## src/rtl/mem_port_arbiter_pkg.sv

```systemverilog
// Shared types for the instruction/data memory port arbiter.
//   arb_id_e              : identifies which requester issued a transaction
//   MaxOutstandingDefault : default depth of the outstanding-transaction ID FIFO
//   other_id()            : returns the opposite requester ID
package mem_port_arbiter_pkg;

  typedef enum logic {
    ARB_ID_INSTR = 1'b0,
    ARB_ID_DATA  = 1'b1
  } arb_id_e;

  localparam int unsigned MaxOutstandingDefault = 2;

  function automatic arb_id_e other_id(arb_id_e id);
    return (id == ARB_ID_DATA) ? ARB_ID_INSTR : ARB_ID_DATA;
  endfunction

endpackage

```

## src/rtl/mem_port_arbiter_if.sv

```systemverilog
// Bundle of the fetch, load/store and shared-memory OBI-style signals around the arbiter.
//   slave  : arbiter view (takes requests and memory responses, drives grants and memory request)
//   master : environment view (core requesters plus memory model)
interface mem_port_arbiter_if #(
  parameter int unsigned ADDR_WIDTH = 32,
  parameter int unsigned DATA_WIDTH = 32
);
  // Fetch side
  logic                    instr_req;
  logic                    instr_gnt;
  logic                    instr_rvalid;
  logic [ADDR_WIDTH-1:0]   instr_addr;
  logic [DATA_WIDTH-1:0]   instr_rdata;
  // Load/store side
  logic                    data_req;
  logic                    data_gnt;
  logic                    data_rvalid;
  logic                    data_we;
  logic [DATA_WIDTH/8-1:0] data_be;
  logic [ADDR_WIDTH-1:0]   data_addr;
  logic [DATA_WIDTH-1:0]   data_wdata;
  logic [DATA_WIDTH-1:0]   data_rdata;
  // Shared memory side
  logic                    mem_req;
  logic                    mem_gnt;
  logic                    mem_rvalid;
  logic                    mem_we;
  logic [DATA_WIDTH/8-1:0] mem_be;
  logic [ADDR_WIDTH-1:0]   mem_addr;
  logic [DATA_WIDTH-1:0]   mem_wdata;
  logic [DATA_WIDTH-1:0]   mem_rdata;
  logic                    spurious_rvalid;

  modport slave (
    input  instr_req, instr_addr,
    input  data_req, data_we, data_be, data_addr, data_wdata,
    input  mem_gnt, mem_rvalid, mem_rdata,
    output instr_gnt, instr_rvalid, instr_rdata,
    output data_gnt, data_rvalid, data_rdata,
    output mem_req, mem_we, mem_be, mem_addr, mem_wdata,
    output spurious_rvalid
  );

  modport master (
    output instr_req, instr_addr,
    output data_req, data_we, data_be, data_addr, data_wdata,
    output mem_gnt, mem_rvalid, mem_rdata,
    input  instr_gnt, instr_rvalid, instr_rdata,
    input  data_gnt, data_rvalid, data_rdata,
    input  mem_req, mem_we, mem_be, mem_addr, mem_wdata,
    input  spurious_rvalid
  );

endinterface

```

## src/rtl/mem_port_arbiter_arb_id_fifo.sv

```systemverilog
// arb_id_fifo: synchronous FIFO of requester IDs, one entry per granted-but-unanswered transaction.
//   clk_i, rst_ni : clock, asynchronous active-low reset
//   push_i/push_id_i : enqueue an ID (ignored when full)
//   pop_i         : dequeue the head (ignored when empty)
//   full_o, empty_o, head_o : status and oldest ID
module arb_id_fifo
  import mem_port_arbiter_pkg::*;
#(
  parameter int unsigned Depth = MaxOutstandingDefault
) (
  input  logic    clk_i,
  input  logic    rst_ni,
  input  logic    push_i,
  input  arb_id_e push_id_i,
  input  logic    pop_i,
  output logic    full_o,
  output logic    empty_o,
  output arb_id_e head_o
);
  localparam int unsigned PtrW = (Depth > 1) ? $clog2(Depth) : 1;
  localparam int unsigned CntW = $clog2(Depth + 1);

  arb_id_e             mem_q [Depth];
  logic [PtrW-1:0]     wr_ptr_q, rd_ptr_q;
  logic [CntW-1:0]     cnt_q;
  logic                push_en, pop_en;

  // Pointers wrap modulo Depth, which need not be a power of two.
  function automatic logic [PtrW-1:0] ptr_inc(logic [PtrW-1:0] ptr);
    return (ptr == PtrW'(Depth - 1)) ? '0 : ptr + PtrW'(1);
  endfunction

  assign full_o  = (cnt_q == CntW'(Depth));
  assign empty_o = (cnt_q == '0);
  assign head_o  = mem_q[rd_ptr_q];
  assign push_en = push_i && !full_o;
  assign pop_en  = pop_i && !empty_o;

  always_ff @(posedge clk_i or negedge rst_ni) begin
    if (!rst_ni) begin
      for (int i = 0; i < int'(Depth); i++) mem_q[i] <= ARB_ID_INSTR;
      wr_ptr_q <= '0;
      rd_ptr_q <= '0;
      cnt_q    <= '0;
    end else begin
      if (push_en) begin
        mem_q[wr_ptr_q] <= push_id_i;
        wr_ptr_q        <= ptr_inc(wr_ptr_q);
      end
      if (pop_en) rd_ptr_q <= ptr_inc(rd_ptr_q);
      if (push_en && !pop_en)      cnt_q <= cnt_q + CntW'(1);
      else if (pop_en && !push_en) cnt_q <= cnt_q - CntW'(1);
    end
  end

endmodule

```

## src/rtl/mem_port_arbiter.sv

```systemverilog
// mem_port_arbiter: shares one OBI-style memory port between instruction fetch and load/store.
//   clk_i, rst_ni : clock, asynchronous active-low reset
//   bus (slave)   : fetch/data requester ports, shared memory port, spurious_rvalid pulse
// Selection is locked from an ungranted request until its grant; responses are routed in issue
// order through an ID FIFO. Build option ARB_ROUND_ROBIN_EN replaces fixed data priority with
// round-robin on contention.
module mem_port_arbiter
  import mem_port_arbiter_pkg::*;
#(
  parameter int unsigned MAX_OUTSTANDING = MaxOutstandingDefault,
  parameter int unsigned ADDR_WIDTH      = 32,
  parameter int unsigned DATA_WIDTH      = 32
) (
  input logic               clk_i,
  input logic               rst_ni,
  mem_port_arbiter_if.slave bus
);
  arb_id_e sel_q, sel_d, sel, arb_sel, head;
  logic    lock_q, lock_d;
  logic    sel_req, mem_req, grant, pop, fifo_full, fifo_empty;

`ifdef ARB_ROUND_ROBIN_EN
  // rr_q names the requester that wins the next contended cycle.
  arb_id_e rr_q, rr_d;

  always_comb begin
    if (bus.instr_req && bus.data_req) arb_sel = rr_q;
    else                               arb_sel = bus.data_req ? ARB_ID_DATA : ARB_ID_INSTR;
  end

  assign rr_d = grant ? other_id(sel) : rr_q;
`else
  assign arb_sel = bus.data_req ? ARB_ID_DATA : ARB_ID_INSTR;
`endif

  assign sel     = lock_q ? sel_q : arb_sel;
  assign sel_req = (sel == ARB_ID_DATA) ? bus.data_req : bus.instr_req;
  // No bypass: a pop in the same cycle does not free a slot for this request.
  assign mem_req = sel_req && !fifo_full;
  assign grant   = mem_req && bus.mem_gnt;
  assign pop     = bus.mem_rvalid && !fifo_empty;

  always_comb begin
    lock_d = lock_q;
    sel_d  = sel_q;
    if (grant) begin
      lock_d = 1'b0;
    end else if (mem_req) begin
      lock_d = 1'b1;
      sel_d  = sel;
    end
  end

  always_ff @(posedge clk_i or negedge rst_ni) begin
    if (!rst_ni) begin
      lock_q <= 1'b0;
      sel_q  <= ARB_ID_DATA;
`ifdef ARB_ROUND_ROBIN_EN
      rr_q   <= ARB_ID_DATA;
`endif
    end else begin
      lock_q <= lock_d;
      sel_q  <= sel_d;
`ifdef ARB_ROUND_ROBIN_EN
      rr_q   <= rr_d;
`endif
    end
  end

  arb_id_fifo #(
    .Depth (MAX_OUTSTANDING)
  ) u_id_fifo (
    .clk_i     (clk_i),
    .rst_ni    (rst_ni),
    .push_i    (grant),
    .push_id_i (sel),
    .pop_i     (pop),
    .full_o    (fifo_full),
    .empty_o   (fifo_empty),
    .head_o    (head)
  );

  always_comb begin
    bus.mem_req   = mem_req;
    bus.mem_we    = 1'b0;
    bus.mem_be    = '0;
    bus.mem_addr  = '0;
    bus.mem_wdata = '0;
    if (mem_req) begin
      if (sel == ARB_ID_DATA) begin
        bus.mem_we    = bus.data_we;
        bus.mem_be    = bus.data_be;
        bus.mem_addr  = bus.data_addr;
        bus.mem_wdata = bus.data_wdata;
      end else begin
        bus.mem_be    = '1;
        bus.mem_addr  = bus.instr_addr;
      end
    end
  end

  assign bus.instr_gnt       = grant && (sel == ARB_ID_INSTR);
  assign bus.data_gnt        = grant && (sel == ARB_ID_DATA);
  assign bus.instr_rvalid    = pop && (head == ARB_ID_INSTR);
  assign bus.data_rvalid     = pop && (head == ARB_ID_DATA);
  assign bus.instr_rdata     = bus.instr_rvalid ? bus.mem_rdata : '0;
  assign bus.data_rdata      = bus.data_rvalid ? bus.mem_rdata : '0;
  assign bus.spurious_rvalid = bus.mem_rvalid && fifo_empty;

endmodule

```

## src/flat_wrapper.sv

```systemverilog
// flat-port wrapper written by rule: the top's interface ports become plain ports
module mem_port_arbiter_flat import mem_port_arbiter_pkg::*;
#(
  parameter int unsigned MAX_OUTSTANDING = MaxOutstandingDefault,
  parameter int unsigned ADDR_WIDTH      = 32,
  parameter int unsigned DATA_WIDTH      = 32
)
  (clk_i, rst_ni, bus_instr_req, bus_instr_addr, bus_data_req, bus_data_we, bus_data_be, bus_data_addr, bus_data_wdata, bus_mem_gnt, bus_mem_rvalid, bus_mem_rdata, bus_instr_gnt, bus_instr_rvalid, bus_instr_rdata, bus_data_gnt, bus_data_rvalid, bus_data_rdata, bus_mem_req, bus_mem_we, bus_mem_be, bus_mem_addr, bus_mem_wdata, bus_spurious_rvalid);
  mem_port_arbiter_if #(.ADDR_WIDTH(ADDR_WIDTH), .DATA_WIDTH(DATA_WIDTH)) bus_i ();
  input logic clk_i;
  input logic rst_ni;
  input wire logic [$bits(bus_i.instr_req)-1:0] bus_instr_req;
  input wire logic [$bits(bus_i.instr_addr)-1:0] bus_instr_addr;
  input wire logic [$bits(bus_i.data_req)-1:0] bus_data_req;
  input wire logic [$bits(bus_i.data_we)-1:0] bus_data_we;
  input wire logic [$bits(bus_i.data_be)-1:0] bus_data_be;
  input wire logic [$bits(bus_i.data_addr)-1:0] bus_data_addr;
  input wire logic [$bits(bus_i.data_wdata)-1:0] bus_data_wdata;
  input wire logic [$bits(bus_i.mem_gnt)-1:0] bus_mem_gnt;
  input wire logic [$bits(bus_i.mem_rvalid)-1:0] bus_mem_rvalid;
  input wire logic [$bits(bus_i.mem_rdata)-1:0] bus_mem_rdata;
  output wire logic [$bits(bus_i.instr_gnt)-1:0] bus_instr_gnt;
  output wire logic [$bits(bus_i.instr_rvalid)-1:0] bus_instr_rvalid;
  output wire logic [$bits(bus_i.instr_rdata)-1:0] bus_instr_rdata;
  output wire logic [$bits(bus_i.data_gnt)-1:0] bus_data_gnt;
  output wire logic [$bits(bus_i.data_rvalid)-1:0] bus_data_rvalid;
  output wire logic [$bits(bus_i.data_rdata)-1:0] bus_data_rdata;
  output wire logic [$bits(bus_i.mem_req)-1:0] bus_mem_req;
  output wire logic [$bits(bus_i.mem_we)-1:0] bus_mem_we;
  output wire logic [$bits(bus_i.mem_be)-1:0] bus_mem_be;
  output wire logic [$bits(bus_i.mem_addr)-1:0] bus_mem_addr;
  output wire logic [$bits(bus_i.mem_wdata)-1:0] bus_mem_wdata;
  output wire logic [$bits(bus_i.spurious_rvalid)-1:0] bus_spurious_rvalid;
  assign bus_i.instr_req = bus_instr_req;
  assign bus_i.instr_addr = bus_instr_addr;
  assign bus_i.data_req = bus_data_req;
  assign bus_i.data_we = bus_data_we;
  assign bus_i.data_be = bus_data_be;
  assign bus_i.data_addr = bus_data_addr;
  assign bus_i.data_wdata = bus_data_wdata;
  assign bus_i.mem_gnt = bus_mem_gnt;
  assign bus_i.mem_rvalid = bus_mem_rvalid;
  assign bus_i.mem_rdata = bus_mem_rdata;
  assign bus_instr_gnt = bus_i.instr_gnt;
  assign bus_instr_rvalid = bus_i.instr_rvalid;
  assign bus_instr_rdata = bus_i.instr_rdata;
  assign bus_data_gnt = bus_i.data_gnt;
  assign bus_data_rvalid = bus_i.data_rvalid;
  assign bus_data_rdata = bus_i.data_rdata;
  assign bus_mem_req = bus_i.mem_req;
  assign bus_mem_we = bus_i.mem_we;
  assign bus_mem_be = bus_i.mem_be;
  assign bus_mem_addr = bus_i.mem_addr;
  assign bus_mem_wdata = bus_i.mem_wdata;
  assign bus_spurious_rvalid = bus_i.spurious_rvalid;
  mem_port_arbiter #(.MAX_OUTSTANDING(MAX_OUTSTANDING), .ADDR_WIDTH(ADDR_WIDTH), .DATA_WIDTH(DATA_WIDTH)) u_core (.clk_i(clk_i), .rst_ni(rst_ni), .bus(bus_i));
endmodule
```

## config.mk

```make
export PLATFORM = sky130hd
export DESIGN_NAME = mem_port_arbiter_flat
export DESIGN_NICKNAME = d
export VERILOG_FILES = /design/src/rtl/mem_port_arbiter_pkg.sv /design/src/rtl/mem_port_arbiter_if.sv /design/src/rtl/mem_port_arbiter_arb_id_fifo.sv /design/src/rtl/mem_port_arbiter.sv /design/src/flat_wrapper.sv
export SDC_FILE = /design/constraint.sdc
export NUM_CORES = 1
export LEC_CHECK = 0
export ABC_AREA = 1
export CORE_AREA = 2 2 107 109
export DETAILED_ROUTE_END_ITERATION = 6
export DIE_AREA = 0 0 109 111
export PLACE_DENSITY_LB_ADDON = 0.08
export SLEW_MARGIN = 25
export SYNTH_ARGS = -nofsm -noshare
export SYNTH_HDL_FRONTEND = slang
export SYNTH_HIERARCHICAL = 1
export SYNTH_SLANG_ARGS = --single-unit
```

## constraint.sdc

```tcl
create_clock -name clk_i -period 2.4 [get_ports clk_i]
set_input_delay 0.72 -clock clk_i [delete_from_list [all_inputs] [get_ports clk_i]]
set_output_delay 0.72 -clock clk_i [all_outputs]
set_load 0.01 [all_outputs]
```

==> summary.txt, run 1 <==
Logic synthesis
  • Net Count, Synth: roughly 500
  • Yosys reg bits: 8
  • Post-Syn Instances: 363
  • Area leader, netlist: nand2_1
  • Synth area leaders: nand2_1, nor2_1, a21oi_2
  • Yosys warns: 6
  • Seq/Total Area, Yosys: 0.111
  • Syn Area/Cell: 5.01 um^2
  • Syn Std Cell Area: 1820 um^2
  • Area share of the largest cell type after synthesis: 0.252
  • Synth cell types: 22

Detailed routing
  • WL per Instance: around 15 um
  • Final WL: 12,200 um
  • Number of remaining DRC errors: 0
  • 1st-iter DRT viols: 68
  • Via count: 3,348
  • DRT antenna net count: 0
  • Pre-Repair DR Iteration Count: 4
  • Drt via density: a little over 4

Cells and area
  • Filler instances: between 1k and 1.5k
  • Most frequent cells in the layout: clkdlybuf4s50_1, nand2_1, buf_2
  • Nets: approximately 810
  • Fin area: ~5400 um^2
  • Share of post-route cells with drive strength above 1: 0.459
  • ANT cells: 0
  • Area grow syn2layout: 196%
  • Utilization after layout: 0.487
  • Most common cell after layout, fill and taps aside: clkdlybuf4s50_1

Hold path
  • Hold Crit Depth: 2
  • HP Start: u_core/u_id_fifo/mem_q[1]
  • Min-Delay Endpoint: u_core/u_id_fifo/mem_q[1]
  • Hold Crit Class: flip-flop to flip-flop

Clock tree
  • Sink Count: 8
  • Root buffer cell: clkbuf_16
  • CTS tree: built
  • Clock latency on the worst-skew pair: around 230 ps
  • CTS H-Tree Depth: 1
  • Clk buf depth: 2
  • TritonCTS Buffers: 3
  • Worst-path clk slew: approximately 40 ps

Critical path
  • CP Class: input port to primary output
  • RR Startpoint: u_core/sel_q
  • RR Endpoint: u_core/u_id_fifo/cnt_q[1]
  • WP data arrival: 1680 ps
  • CP Launch Type: input port
  • Worst Reg-to-Reg Cells: 15
  • Reg2reg setup slack: 250 ps
  • Crit path max fanout: 5
  • Req. time, crit path: 1680 ps
  • Worst Setup End Kind: primary output
  • Crit. Startpoint: bus_data_req

Timing
  • Fmax: 0.416 GHz
  • Final Hold Fails: 0
  • Least-Margin Pin Slew: around 360 ps
  • Period minus WS final: between 2000 and 2500 ps
  • Final WS setup: -2.45 ps
  • RSZ-0062 raised after global routing: yes
  • Setup Skew: 3.47 ps
  • Period utilisation layout: 1.00
  • Final Max Slew Viols: 0
  • Worst rel slew slack: 0.757
  • Setup violations, final: 1

Power
  • Leakage power: 0.00270 uW
  • Peak supply drop: 0.461 mV
  • Power Total: roughly 5400 uW
  • PwrDens: 993 nW/um^2

Placement
  • Dpl ws: -798 ps
  • GPL Wtd Cong: 0.821
  • I/O Buffers: ~280
  • HPWL after detailed placement: 8800 um
  • Dpl cell area: approximately 4900 um^2

Floorplanning
  • IO Pins: roughly 280
  • Horiz. Die Dim: between 100 and 150 um
  • Core Region: 11,100 um^2
  • Num rows: 39
  • Initial Util: 0.164
  • Die area: 12,100 um^2
  • Die Ht: approximately 110 um

Status
  • Status: complete, but fails checks
  • Violated checks: setup timing

Global route
  • Vias in the first global route: around 3.2k
  • Initial antenna violation count: 0
  • Grt total ovfl: 0
  • First-pass GRT wire length: ~18,000 um
  • Largest net degree at the start of global routing: 29
  • Total GRT Usage: 0.188

Run
  • Max Cap Viol: 0
## worst max-delay path, stage by stage
cell     delay [ps]
buf_8           100
nand2_4          60
nand3_2          60
nand2_2          90
nand2_4          90
buf_8           160
buf_12          140
a21oi_4         130
buf_6           120
## final cells by class
cell class | count | area (um^2) | share of cell area
Timing Repair Buffer | 328 | 3140 | 0.583
Multi-Input combinational cell | 282 | 1600 | 0.296
Sequential cell | 8 | 203 | 0.0376
Inverter | 49 | 194 | 0.0360
Tap cell | 143 | 179 | 0.0332
Clock buffer | 4 | 78.8 | 0.0146
## repair_timing
item                       in CTS  in global routing
pin swaps                       8                  7
setup endpoints to repair     140                108
resized for setup             596                 97
cloned                         13                  3
hold buffers                    0                  0
buffers inserted               11                  3
## Yosys cell counts
| cell | number |
|---|---|
| nand4_1 | 4 |
| xnor2_1 | 1 |
| buf_2 | 8 |
| nand3_1 | 4 |
| nor3_1 | 2 |
| ha_1 | 1 |
| a21oi_1 | 2 |
| inv_1 | 45 |
| nor3_2 | 1 |
| nand3_2 | 1 |
| nand2_1 | 122 |
| inv_2 | 4 |
| o21ai_1 | 2 |
| dfrtp_1 | 7 |
| dfstp_2 | 1 |
| nor2_1 | 108 |
| buf_6 | 7 |
| clkbuf_1 | 6 |
| nand3b_1 | 1 |
| nand2_2 | 3 |
| a21oi_2 | 30 |
| buf_4 | 3 |
## per-layer routing
metal,GRT usage,vias up,part of all wire
met5,0,-,0
met4,0.0350,0,0.012
met3,0.0459,10,0.095
met2,0.362,148,0.54
met1,0.204,1497,0.35
li1,-,1693,-
## sequential cells by signal, summed over array words and instances (netlist names)
name                       cells
u_core/u_id_fifo/cnt_q         2
u_core/u_id_fifo/mem_q         2
u_core/lock_q                  1
u_core/sel_q                   1
u_core/u_id_fifo/rd_ptr_q      1
u_core/u_id_fifo/wr_ptr_q      1
## kinds of logic (layout without fill, tap and decap cells)
kind of cell / Yosys count / count (layout) / share of synthesized area
xor gates and xnor gates: 1 / 1 / 0.00482
DFF: 8 / 8 / 0.111
AOI/OAI and AO/OA: 34 / 34 / 0.156
and+or+nand+nor: 246 / 246 / 0.531
buffers and inverters: 73 / 381 / 0.191
adders and majority gates: 1 / 1 / 0.00688
## stage by stage
| stage | TNS, ps | hold slack [ps] | cells |
|---|---|---|---|
| floorplan | 0 | 424 | 363 |
| global placement | -93710 | 468 | 780 |
| detailed placement | -94620 | 464 | 780 |
| CTS | -292 | 474 | 808 |
| global route | -1090 | 505 | 814 |
| finish | -2.45 | 474 | 814 |
## power by group
group          leakage [uW]  switching (uW)  total, uW  internal (uW)
Sequential        0.0000953            69.4        279            210
Combinational       0.00257            2370       4790           2410
Clock             0.0000382            66.0        287            221
## how the worst max path moves through the flow
| stage | end | slack [ps] | cells after the start |
|---|---|---|---|
| global route | bus_data_gnt | -50 | 9 |
| global placement | bus_mem_addr[1] | -790 | 7 |
| detailed placement | bus_mem_addr[1] | -800 | 7 |
| floorplan | bus_instr_rdata[10] | 210 | 5 |
| CTS | bus_mem_addr[8] | -30 | 9 |
| finish | bus_mem_addr[1] | -2 | 9 |
Power figures use the tool's default switching activity.
==> inputs of run 2 (changes only) <==
Settings changed: CTS_CLUSTER_SIZE set to 8.
==> results of run 2 <==
The final DEF is identical to that of run 1; final timing and power are the same.
==> inputs of run 3 (changes only) <==
Settings changed: GPL_ROUTABILITY_DRIVEN set to 1.
==> results of run 3 <==
The final DEF is identical to that of run 1; final timing and power are the same.
